==> src/rtl/cfg_link_defs_pkg.sv <==
// Link-level constants shared by the telecommand receiver, the frame parser and the
// trigger configuration register bank.
package cfg_link_defs_pkg;

   localparam logic [7:0] CFG_HDR0     = 8'hEB;
   localparam logic [7:0] CFG_HDR1     = 8'h90;
   localparam logic [7:0] CFG_ADDR_MAX = 8'd19;
   localparam int         CFG_TIMEOUT  = 5000;

   localparam logic [1:0] ERR_TIMEOUT = 2'b01;
   localparam logic [1:0] ERR_CSUM    = 2'b10;
   localparam logic [1:0] ERR_ADDR    = 2'b11;

   typedef enum logic [2:0] {
      S_IDLE = 3'd0,
      S_SYNC = 3'd1,
      S_ADDR = 3'd2,
      S_DHI  = 3'd3,
      S_DLO  = 3'd4,
      S_CSUM = 3'd5
   } state_t;

endpackage

==> src/rtl/config_frame_parser_sat_cnt16.sv <==
// 16-bit event counter that sticks at all-ones instead of wrapping.
module sat_cnt16 (
   input  logic        clk,
   input  logic        rst_n,
   input  logic        clr,
   input  logic        inc,
   output logic [15:0] cnt
);

   always_ff @(posedge clk or negedge rst_n) begin
      if (!rst_n) begin
         cnt <= 16'h0000;
      end else if (clr) begin
         cnt <= 16'h0000;
      end else if (inc && (cnt != 16'hFFFF)) begin
         cnt <= cnt + 16'h0001;
      end
   end

endmodule

==> src/rtl/config_frame_parser.sv <==
// Turns the telecommand byte stream into checked register-write frames:
// EB 90 ADDR DHI DLO CSUM, with CSUM = ADDR+DHI+DLO mod 256.
module config_frame_parser #(
   parameter logic [7:0] HDR0        = cfg_link_defs_pkg::CFG_HDR0,
   parameter logic [7:0] HDR1        = cfg_link_defs_pkg::CFG_HDR1,
   parameter logic [7:0] ADDR_MAX    = cfg_link_defs_pkg::CFG_ADDR_MAX,
   parameter int         TIMEOUT_CYC = cfg_link_defs_pkg::CFG_TIMEOUT
) (
   input  logic        clk_in,
   input  logic        rst_n_in,
   input  logic [7:0]  byte_in,
   input  logic        byte_vld_in,
   output logic        wr_out,
   output logic [7:0]  wr_addr_out,
   output logic [15:0] data_out,
   output logic        frame_err_out,
   output logic [1:0]  err_code_out,
   output logic [15:0] frame_cnt_out,
   output logic [15:0] err_cnt_out,
   output logic        busy_out
);

   import cfg_link_defs_pkg::*;

   localparam int                TMO_W    = $clog2(TIMEOUT_CYC);
   localparam logic [TMO_W-1:0]  TMO_LAST = TMO_W'(TIMEOUT_CYC - 1);

   state_t            state_q, state_d;
   logic [7:0]        addr_q, addr_d, hi_q, hi_d, lo_q, lo_d, sum_q, sum_d;
   logic [TMO_W-1:0]  tmo_q, tmo_d;
   logic              wr_evt, err_evt;
   logic [1:0]        err_code_d;

   always_ff @(posedge clk_in or negedge rst_n_in) begin
      if (!rst_n_in) begin
         state_q <= S_IDLE;
         addr_q  <= 8'h00;
         hi_q    <= 8'h00;
         lo_q    <= 8'h00;
         sum_q   <= 8'h00;
         tmo_q   <= '0;
      end else begin
         state_q <= state_d;
         addr_q  <= addr_d;
         hi_q    <= hi_d;
         lo_q    <= lo_d;
         sum_q   <= sum_d;
         tmo_q   <= tmo_d;
      end
   end

   // A byte strobe always beats a timeout landing in the same cycle.
   always_comb begin
      state_d    = state_q;
      addr_d     = addr_q;
      hi_d       = hi_q;
      lo_d       = lo_q;
      sum_d      = sum_q;
      tmo_d      = '0;
      wr_evt     = 1'b0;
      err_evt    = 1'b0;
      err_code_d = 2'b00;
      if (byte_vld_in) begin
         case (state_q)
            S_IDLE: if (byte_in == HDR0) state_d = S_SYNC;
            S_SYNC: begin
               if (byte_in == HDR1)      state_d = S_ADDR;
               else if (byte_in != HDR0) state_d = S_IDLE;
            end
            S_ADDR: begin
               addr_d  = byte_in;
               sum_d   = byte_in;
               state_d = S_DHI;
            end
            S_DHI: begin
               hi_d    = byte_in;
               sum_d   = sum_q + byte_in;
               state_d = S_DLO;
            end
            S_DLO: begin
               lo_d    = byte_in;
               sum_d   = sum_q + byte_in;
               state_d = S_CSUM;
            end
            S_CSUM: begin
               state_d = S_IDLE;
               if (byte_in != sum_q) begin
                  err_evt    = 1'b1;
                  err_code_d = ERR_CSUM;
               end else if (addr_q > ADDR_MAX) begin
                  err_evt    = 1'b1;
                  err_code_d = ERR_ADDR;
               end else begin
                  wr_evt = 1'b1;
               end
            end
            default: state_d = S_IDLE;
         endcase
      end else if (state_q != S_IDLE) begin
         if (tmo_q == TMO_LAST) begin
            state_d    = S_IDLE;
            err_evt    = 1'b1;
            err_code_d = ERR_TIMEOUT;
         end else begin
            tmo_d = tmo_q + TMO_W'(1);
         end
      end
   end

   always_ff @(posedge clk_in or negedge rst_n_in) begin
      if (!rst_n_in) begin
         wr_out        <= 1'b0;
         frame_err_out <= 1'b0;
         wr_addr_out   <= 8'h00;
         data_out      <= 16'h0000;
         err_code_out  <= 2'b00;
      end else begin
         wr_out        <= wr_evt;
         frame_err_out <= err_evt;
         if (wr_evt) begin
            wr_addr_out <= addr_q;
            data_out    <= {hi_q, lo_q};
         end
         if (err_evt) err_code_out <= err_code_d;
      end
   end

   assign busy_out = (state_q != S_IDLE);

   sat_cnt16 u_frame_cnt (
      .clk   (clk_in),
      .rst_n (rst_n_in),
      .clr   (1'b0),
      .inc   (wr_evt),
      .cnt   (frame_cnt_out)
   );

   sat_cnt16 u_err_cnt (
      .clk   (clk_in),
      .rst_n (rst_n_in),
      .clr   (1'b0),
      .inc   (err_evt),
      .cnt   (err_cnt_out)
   );

endmodule

==> config.mk <==
export PLATFORM = sky130hd
export DESIGN_NAME = config_frame_parser
export DESIGN_NICKNAME = d
export VERILOG_FILES = /design/src/rtl/cfg_link_defs_pkg.sv /design/src/rtl/config_frame_parser_sat_cnt16.sv /design/src/rtl/config_frame_parser.sv
export SDC_FILE = /design/constraint.sdc
export NUM_CORES = 1
export LEC_CHECK = 0
export BUFFER_PORTS_ARGS = -buffer_cell sky130_fd_sc_hd__buf_2
export CAP_MARGIN = 20
export CORE_MARGIN = 5
export CORE_UTILIZATION = 45
export DETAILED_ROUTE_END_ITERATION = 8
export PLACE_DENSITY_LB_ADDON = 0.08
export SLEW_MARGIN = 40
export SYNTH_ARGS = -nofsm -noshare
export SYNTH_HDL_FRONTEND = slang
export SYNTH_SLANG_ARGS = --single-unit
==> constraint.sdc <==
create_clock -name clk_in -period 2.35 [get_ports clk_in]
set_input_delay 0.47 -clock clk_in [delete_from_list [all_inputs] [get_ports clk_in]]
set_output_delay 0.47 -clock clk_in [all_outputs]
set_load 0.02 [all_outputs]
==> results of run 1 <==
[repair_timing]
action                                  in CTS  in global routing
pin swaps                                    1                  2
endpoints found under the setup margin       2                 47
gates resized for setup                      2                  6
[cell type report]
class / instances / area [um2]
well taps: 140 / 175
clock inverters: 7 / 43.8
inverters: 10 / 37.5
fillers: 950 / 4890
flip-flops and latches: 108 / 2700
clock buffers: 9 / 124
multi-input cells: 285 / 2180
repair buffers: 107 / 641
[logic make-up (layout without fill, tap and decap cells)]
group,after synthesis,after routing
AND/OR/NAND/NOR,139,139
flip-flops,108,108
multiplexers,54,54
XOR/XNOR,44,44
AO/OA/AOI/OAI,37,37
buffers and inverters,21,133
adder cells (fa/ha/maj),11,11
[flip-flops by register name, summed over array words and instances (netlist names), 3 cells and up]
name / flops
addr_q: 8
tmo_q: 13
data_out: 16
state_q: 3
u_frame_cnt.cnt: 16
sum_q: 8
u_err_cnt.cnt: 16
lo_q: 8
hi_q: 8
wr_addr_out: 8
[stage by stage]
stage	cells	power, mW	utilization
3_5_place_dp	650	2.96	0.528
5_1_grt	666	4.20	0.547
2_1_floorplan	414	2.66	-
4_1_cts	666	3.99	0.545
6_report	666	3.95	0.547
3_3_place_gp	650	2.94	0.528
[cell usage in the layout, fill, tap and decap left out, types with 4 or more instances in the layout]
cell / count
nand4_1: 12
clkbuf_8: 9
xnor2_1: 25
ha_1: 10
nor2_1: 30
and3_1: 8
dfrtp_1: 108
clkinv_2: 4
mux2i_1: 5
nor3_1: 4
nor3_2: 6
xor2_1: 19
mux2_2: 47
nor2b_1: 6
a21oi_1: 7
nand3_1: 20
inv_1: 10
o21ai_0: 12
buf_2: 70
buf_4: 36
nand2_1: 26
[worst max-delay path by stage]
stage                               from  slack [ps]                              end  cells after the start
floorplan            tmo_q[10]$_DFF_PN0_        -0.9    u_err_cnt.cnt[12]$_DFFE_PN0P_                      7
global placement              byte_in[2]        -140    u_err_cnt.cnt[14]$_DFFE_PN0P_                      9
detailed placement            byte_in[2]        -190    u_err_cnt.cnt[14]$_DFFE_PN0P_                      9
CTS                 sum_q[2]$_DFFE_PN0P_          30    u_err_cnt.cnt[14]$_DFFE_PN0P_                      8
global route        sum_q[2]$_DFFE_PN0P_         -20  u_frame_cnt.cnt[12]$_DFFE_PN0P_                      9
finish               tmo_q[10]$_DFF_PN0_         100    u_err_cnt.cnt[14]$_DFFE_PN0P_                      6
[where the power goes]
part | internal, mW | switching [mW]
sequential | 2.04 | 0.125
clock | 0.380 | 0.632
combinational | 0.381 | 0.399
[routing by layer]
layer,track usage,vias to the layer above,share of wire
li1,-,1661,-
met1,0.248,1718,0.48
met2,0.272,55,0.46
met3,0.0460,11,0.045
met4,0.0570,0,0.014
met5,0,-,0
==> summary.txt, run 1 <==
Run status
  • Status: finished clean

Timing
  • Max-slew violation count: 0
  • Max frequency: 444 MHz
  • Relative slew slack: 0.638
  • Final WS setup: 96.4 ps
  • Hold WS: 33.0 ps
  • Min Tclk post-route: between 2000 and 2500 ps
  • Tcrit/Tclk final: 0.959
  • Number of hold violations in the final report: 0
  • Final setup TNS: 0 ps
  • Max Clock Skew: 9.00 ps
  • Worst Tran Pin Value: about 540 ps
  • Final setup viols: 0

Cells and area
  • Layout area overhead: 20.0%
  • N_diodes: 0
  • Share of post-route cells with drive strength above 1: 0.356
  • Layout Nets: between 500 and 600
  • Final Instance Area: ~6000 um2

Yosys
  • Synthesized area: 4920 um2
  • Yosys top cell area share: 0.549
  • Post-Synth Simple-Gate Area: 0.156
  • Synthesized area per cell: 11.9 um2
  • Most instantiated library cell after synthesis: dfrtp_1
  • Multiplexer area fraction after synthesis: 0.122
  • Post-synth top flop: dfrtp_1
  • Post-synth top cells: dfrtp_1, mux2_2, nor2_1
  • Post-Synth Adder-Cell Area: 0.0295
  • Library cells used by synthesis: 52
  • Synth Area in Compound Gates: 0.0470
  • Xor/xnor share of the synthesized area: 0.0783
  • FF+latch count, synth: between 100 and 150
  • Largest cells by area after synthesis: dfrtp_1, mux2_2, xnor2_1, xor2_1, ha_1
  • Cell taking the most area after synthesis: dfrtp_1
  • Largest family of logic cells by synthesized area: simple AND/OR/NAND/NOR gates
  • Synth async-reset ratio: 1.00
  • Synth warnings: 0
  • Syn Nets: 436
  • Post-synth EDFFs: 0
  • Sequential-to-total area share from yosys stat: 0.549
  • Syn Inst Count: about 410

Critical path
  • CP endpoint kind: register
  • R2R setup slack: 100 ps
  • Critical-path top delay cell: or4b_1
  • Max incr delay on CP: ~530 ps
  • Buffers & Inverters on Critical Path: 0
  • Worst path top cell family by delay: simple AND/OR/NAND/NOR gates
  • R2R cell count: 6
  • Req. time, crit path: 2610 ps
  • Crit start category: register
  • R2R Path Start: tmo_q[10]$_DFF_PN0_
  • Crit Path Class: reg -> reg
  • CP arrival: 2520 ps
  • Worst-path fanout max: 4
  • Critical Path, Cell by Cell: or4b_1, or4_4, nor2_8, nor2_2, nor3_2, mux2_1
  • RR Endpoint: u_err_cnt.cnt[14]$_DFFE_PN0P_

Place
  • Gpl congestion: roughly 0.84
  • Placed instance area: 5700 um2
  • Final HPWL DP: a little under 8000 um
  • Place WS: -190 ps
  • IO buf count: 71

CTS
  • CTS buffer count: 9
  • H-tree depth: 3
  • Setup bufs post-CTS: 0
  • Clock latency on the worst-skew pair: around 380 ps
  • CTS Sinks: 108
  • Reg clk slew, reported paths: 100 ps
  • CTS tree: built
  • CTS root buffer: clkbuf_8
  • # hold bufs at CTS: 0
  • Clock Tree Buf Depth: 2

Die
  • Ports: between 70 and 80
  • DIE AREA: 13100 um2
  • Initial core utilization: 0.456
  • Die width: 115 um
  • Core area: 10800 um2
  • Num rows: 38
  • Die height: 115 um

Global routing
  • Largest net degree at the start of global routing: 50
  • Gr usage total: 0.178
  • GRT Residual Overflow: 0
  • Antenna violations before repair: 0
  • Number of global-route vias before repair: roughly 3500
  • First-pass GRT wire length: around 18000 um

Route
  • ANT nets after route: 0
  • Via Count: 3445
  • DRT Pass-1 Iters: 4
  • Number of DRC markers in iteration 0: roughly 120
  • Routed WL: 10800 um
  • Routed wire per std cell: 16.2 um
  • Post-DR vias/cell: 5.17
  • Post-route DRC violation count: 0

Job
  • Maximum Capacitance Violations: 0

Hold path
  • Hold/Removal Path Class: in -> async

Pwr
  • P_leak: approximately 3.0 nW
  • Power per cell area: 670 nW/um2
  • Max VDD drop: 0.302 mV
Note: power is estimated with default switching activity, not from simulation.
==> run 2: changes to the inputs <==
- clock period: 2.35 -> 2.45 ns (I/O delays scaled with it)
==> run 2 against run 1 <==
Sequential cell count did not move. Worst hold slack improved by 430 ps. Via count fell by 1.3%. Sequential power fell by 4%. Sequential share of layout area rose by 0.23 points. Register-to-register slack barely moved. Count of clock-buffer cells in the layout rose by 1. Critical endpoint unchanged. Largest power group unchanged.
==> summary.txt, run 2 (synthesis results as in run 1) <==
Hold path
  • Hold Crit Start: tmo_q[0]$_DFF_PN0_
  • Hold/Removal Path Class: reg -> reg

Critical path
  • Worst-path fanout max: 4 (unchanged)
  • Worst Setup SP: tmo_q[10]$_DFF_PN0_
  • Crit start category: register
  • Req. time, crit path: 2730 ps (+120 ps)
  • CP endpoint kind: register
  • R2R Path Start: tmo_q[10]$_DFF_PN0_
  • Crit Path Class: reg -> reg
  • CP arrival: 2640 ps (+120 ps)

Route
  • Number of DRC markers in iteration 0: 128 (+4.1%)
  • DRT Pass-1 Iters: 4 (unchanged)
  • Post-route DRC violation count: 0 (unchanged)
  • Routed WL: 10400 um (-3.9%)
  • ANT nets after route: 0 (unchanged)
  • Routed wire per std cell: 15.6 um (-3.8%)
  • Post-DR vias/cell: 5.11 (-1.2%)
  • Via Count: 3400 (-1.3%)

Timing
  • Min Tclk post-route: 2360 ps (+104 ps)
  • Number of hold violations in the final report: 0 (unchanged)
  • Unrepaired setup endpoints after global routing: no
  • Final setup viols: 0 (unchanged)
  • Final setup TNS: 0 ps (unchanged)
  • Relative slew slack: 0.643 (+0.00543)
  • Worst Tran Pin Value: 531 ps (-8.09 ps)
  • Tcrit/Tclk final: 0.962 (+0.00313)
  • Final WS setup: 92.8 ps (-3.57 ps)
  • Max Clock Skew: 16.3 ps (+7.25 ps)
  • Max frequency: 424 MHz (-4.4%)
  • Max-slew violation count: 0 (unchanged)

Cells and area
  • Top Registers: data_out x16, u_err_cnt.cnt x16, u_frame_cnt.cnt x16
  • Non-Filler Instances: 665 (-0.15%)
  • Final Core Density: 0.544 (-0.00278)
  • N_diodes: 0 (unchanged)
  • Share of post-route cells with drive strength above 1: 0.341 (-0.0146)
  • Layout area overhead: 19.4%
  • Commonest cells after routing, fill and taps aside: dfrtp_1, buf_2, mux2_2
  • Commonest non-fill, non-tap cell in the layout: dfrtp_1
  • Final Instance Area: 5870 um2 (-0.51%)
  • Layout Nets: 542 (-0.18%)

Job
  • Maximum Capacitance Violations: 0 (unchanged)

Place
  • Place WS: -39.7 ps (+150 ps)
  • Post-Place Cells: 648 (-0.31%)
  • Gpl congestion: 0.870 (+4.1%)
  • Final HPWL DP: 7600 um (-2.8%)
  • IO buf count: 71 (unchanged)
  • Placed instance area: 5670 um2 (-0.50%)

Global routing
  • Gr usage total: 0.170 (-0.00774)
  • First-pass GRT wire length: 17500 um (-3.5%)
  • Antenna violations before repair: 0 (unchanged)
  • GRT Residual Overflow: 0 (unchanged)
  • Largest net degree at the start of global routing: 58 (+16%)
  • Number of global-route vias before repair: 3548 (-0.028%)

CTS
  • Reg clk slew, reported paths: 100 ps (about the same)
  • Setup bufs post-CTS: 0 (unchanged)
  • CTS buffer count: 9 (unchanged)
  • CTS Sinks: 108 (unchanged)
  • H-tree depth: 3 (unchanged)
  • CTS tree: built
  • Clock latency on the worst-skew pair: 390 ps (about the same)
  • CTS root buffer: clkbuf_8
  • Clock Tree Buf Depth: 2 (unchanged)

Die
  • DIE AREA: 13100 um2 (unchanged)
  • Ports: 72 (unchanged)
  • Initial core utilization: 0.456 (unchanged)
  • Num rows: 38 (unchanged)
  • Die height: 115 um (unchanged)
  • Die width: 115 um (unchanged)
  • Core area: 10800 um2 (unchanged)

Run status
  • Status: finished clean

Pwr
  • P_leak: 3.01 nW (about the same)
  • Power per cell area: 655 nW/um2 (-2.2%)
  • Max VDD drop: 0.377 mV (+25%)
-- run 2: power breakdown --
part | internal, mW | switching, mW | total [mW]
clock | 0.390 | 0.651 | 1.04
sequential | 1.96 | 0.120 | 2.08
combinational | 0.363 | 0.367 | 0.731
total | 2.71 | 1.14 | 3.85
-- run 2: cell type report --
type	instances	area, um2
repair buffers	106	636
well taps	140	175
inverters	10	37.5
clock inverters	6	53.8
multi-input cells	285	2140
clock buffers	10	128
flip-flops and latches	108	2700
fillers	956	4920
-- run 2: repair_timing --
item / CTS / global route
hold endpoints to repair: 21 / 0
hold buffers: 1 / 0
gates resized for setup: 0 / 3
endpoints found under the setup margin: 0 / 3
-- run 2: routing by layer --
metal  up-vias  global-route usage  routed length (um)
met3        16              0.0629                 611
li1       1662                   -                   -
met2        68               0.261                4870
met1      1654               0.224                4700
met5         -                   0                   0
met4         0              0.0562                 178
-- run 2: worst max-delay path, stage by stage (launching register included) --
cell	delay (ps)
dfrtp_1	380
or4b_1	520
or4_4	570
nor2_8	150
nor2_2	80
nor3_2	220
mux2_1	330
-- run 2: path summary, 6_finish.rpt --
check | to | slack (ps) | cells after the start
worst max-delay path | u_err_cnt.cnt[14]$_DFFE_PN0P_ | 90 | 6
worst min-delay path | tmo_q[0]$_DFF_PN0_ | 460 | 1
worst max register to register | u_err_cnt.cnt[14]$_DFFE_PN0P_ | 90 | 6
worst min register to register | tmo_q[0]$_DFF_PN0_ | 460 | 1
max in group asynchronous | u_err_cnt.cnt[0]$_DFFE_PN0P_ | 1220 | 3
min in group asynchronous | hi_q[4]$_DFFE_PN0P_ | 520 | 2
-- run 2: stage by stage --
stage	total power, mW	hold slack [ps]
global route	4.10	463
CTS	3.91	437
floorplan	2.55	194
detailed placement	2.84	410
global placement	2.83	408
finish	3.85	458
==> run 3: changes to the inputs <==
- CORE_UTILIZATION: 45 -> 40
==> run 3 against run 2 <==
Clock skew is 6.5 ps lower. Register-to-register slack about the same. Power is 9.2% higher. Global-route usage down 0.74 points. Critical path depth did not move. Sequential cell count stayed put. Routed wire length is 3.5% higher. Critical endpoint unchanged. Largest cell class unchanged.
==> summary.txt, run 3 (synthesis results as in run 1) <==
Route
  • Post-DR vias/cell: 5.10 (-0.27%)
  • Number of DRC markers in iteration 0: 186 (+45%)
  • DRT Pass-1 Iters: 4 (unchanged)
  • Via Count: 3401 (+0.029%)
  • Routed wire per std cell: 16.1 um (+3.2%)
  • ANT nets after route: 0 (unchanged)
  • Routed WL: 10700 um (+3.5%)
  • Post-route DRC violation count: 0 (unchanged)

Cells and area
  • Commonest non-fill, non-tap cell in the layout: dfrtp_1
  • Share of post-route cells with drive strength above 1: 0.337 (-0.00441)
  • N_diodes: 0 (unchanged)
  • Final Core Density: 0.496 (-0.0478)
  • Layout Nets: 537 (-0.92%)
  • Non-Filler Instances: 667 (+0.30%)
  • Layout area overhead: 21.2%
  • Top Registers: data_out x16, u_err_cnt.cnt x16, u_frame_cnt.cnt x16
  • Final Instance Area: 5960 um2 (+1.5%)
  • Commonest cells after routing, fill and taps aside: dfrtp_1, buf_2, mux2_2

CTS
  • CTS tree: built
  • CTS buffer count: 9 (unchanged)
  • Setup bufs post-CTS: 0 (unchanged)
  • CTS root buffer: clkbuf_16
  • Clock latency on the worst-skew pair: 360 ps (-30 ps)
  • CTS Sinks: 108 (unchanged)
  • H-tree depth: 3 (unchanged)
  • # hold bufs at CTS: 0 (-1)
  • Clock Tree Buf Depth: 2 (unchanged)
  • Reg clk slew, reported paths: 80 ps (-20 ps)

Die
  • Die height: 121 um (+5.5%)
  • Core area: 12000 um2 (+11%)
  • Initial core utilization: 0.410 (-0.0463)
  • DIE AREA: 14600 um2 (+11%)
  • Ports: 72 (unchanged)
  • Num rows: 40 (+5.3%)
  • Die width: 121 um (+5.5%)

Hold path
  • Hold/Removal Path Class: in -> async

Global routing
  • Antenna violations before repair: 0 (unchanged)
  • GRT Residual Overflow: 0 (unchanged)
  • Number of global-route vias before repair: 3747 (+5.6%)
  • First-pass GRT wire length: 18800 um (+7.1%)
  • Largest net degree at the start of global routing: 42 (-28%)
  • Gr usage total: 0.163 (-0.00743)

Timing
  • Number of hold violations in the final report: 0 (unchanged)
  • Max Clock Skew: 9.78 ps (-6.47 ps)
  • Unrepaired setup endpoints after global routing: no
  • Final setup viols: 0 (unchanged)
  • Worst Tran Pin Value: 522 ps (-9.68 ps)
  • Max frequency: 426 MHz (+0.44%)
  • Min Tclk post-route: 2350 ps (-10.2 ps)
  • Tcrit/Tclk final: 0.958 (-0.00417)
  • Final setup TNS: 0 ps (unchanged)
  • Max-slew violation count: 0 (unchanged)
  • Relative slew slack: 0.651 (+0.00786)

Critical path
  • R2R cell count: 6 (unchanged)
  • RR Endpoint: u_err_cnt.cnt[14]$_DFFE_PN0P_
  • Max incr delay on CP: 540 ps (-30 ps)
  • Req. time, crit path: 2690 ps (-40 ps)
  • Worst-path fanout max: 4 (unchanged)
  • CP arrival: 2580 ps (-60 ps)
  • CP endpoint kind: register
  • Critical Path, Cell by Cell: or4b_1, or4_4, nor2_8, nor2_2, nor3_2, mux2_1
  • R2R Path Start: tmo_q[10]$_DFF_PN0_
  • R2R setup slack: 100 ps (about the same)
  • Crit Path Class: reg -> reg
  • Crit start category: register
  • Critical-path top delay cell: or4b_1

Place
  • IO buf count: 71 (unchanged)
  • Final HPWL DP: 7830 um (+3.0%)
  • Placed instance area: 5660 um2 (-0.15%)
  • Gpl congestion: 0.805 (-7.4%)
  • Post-Place Cells: 651 (+0.46%)

Pwr
  • P_leak: 3.03 nW (+0.77%)
  • Max VDD drop: 0.402 mV (+6.7%)
  • Final total power: 4.20 mW (+9.2%)
  • Power per cell area: 704 nW/um2 (+7.6%)

Job
  • Maximum Capacitance Violations: 0 (unchanged)

Run status
  • Status: finished clean
[run 3: where the power goes]
part	internal, mW	total (mW)	leakage, nW	switching [mW]
clock	0.712	1.42	0.134	0.710
sequential	1.96	2.07	1.47	0.113
combinational	0.346	0.709	1.42	0.363
total	3.01	4.20	3.03	1.19
[run 3: worst max path at each step]
stage | slack [ps] | depth (start not counted) | end | start
floorplan | 20 | 7 | data_out[10]$_DFFE_PN0P_ | byte_in[5]
global placement | -50 | 8 | u_err_cnt.cnt[14]$_DFFE_PN0P_ | byte_in[4]
detailed placement | -40 | 8 | u_err_cnt.cnt[12]$_DFFE_PN0P_ | byte_in[4]
CTS | -8 | 6 | u_err_cnt.cnt[12]$_DFFE_PN0P_ | tmo_q[10]$_DFF_PN0_
global route | 30 | 6 | u_err_cnt.cnt[12]$_DFFE_PN0P_ | tmo_q[10]$_DFF_PN0_
finish | 100 | 6 | u_err_cnt.cnt[14]$_DFFE_PN0P_ | tmo_q[10]$_DFF_PN0_
[run 3: layout make-up]
type | instances | area [um2]
clock buffer | 10 | 229
clock inverter | 6 | 60.1
fill | 1138 | 6050
inverter | 10 | 37.5
multi-input combinational | 285 | 2140
sequential | 108 | 2700
tap | 147 | 184
timing repair buffer | 101 | 608
[run 3: metal layers]
layer | routed length (um) | vias up | part of all wire | track usage
li1 | - | 1657 | - | -
met1 | 5080 | 1680 | 0.47 | 0.214
met2 | 4990 | 58 | 0.47 | 0.259
met3 | 546 | 6 | 0.051 | 0.0550
met4 | 100 | 0 | 0.0093 | 0.0411
met5 | 0 | - | 0 | 0
[run 3: per-stage QoR]
step	setup WS [ps]	hold WS [ps]
global placement	-53.5	461
global route	26.1	132
CTS	-7.63	109
detailed placement	-44.3	463
finish	103	93.9
floorplan	23.3	194
[run 3: repair_timing]
item                                    4_1_cts  5_1_grt
gates resized for setup                       0        3
gates cloned                                  0        0
pin swaps                                     0        3
endpoints found under the setup margin        2        4
[run 3: critical path, delay by kind of cell, from the launching register on]
family | cells | cell delay (ps)
and+or+nand+nor | 5 | 1490
DFF | 1 | 410
muxes | 1 | 330
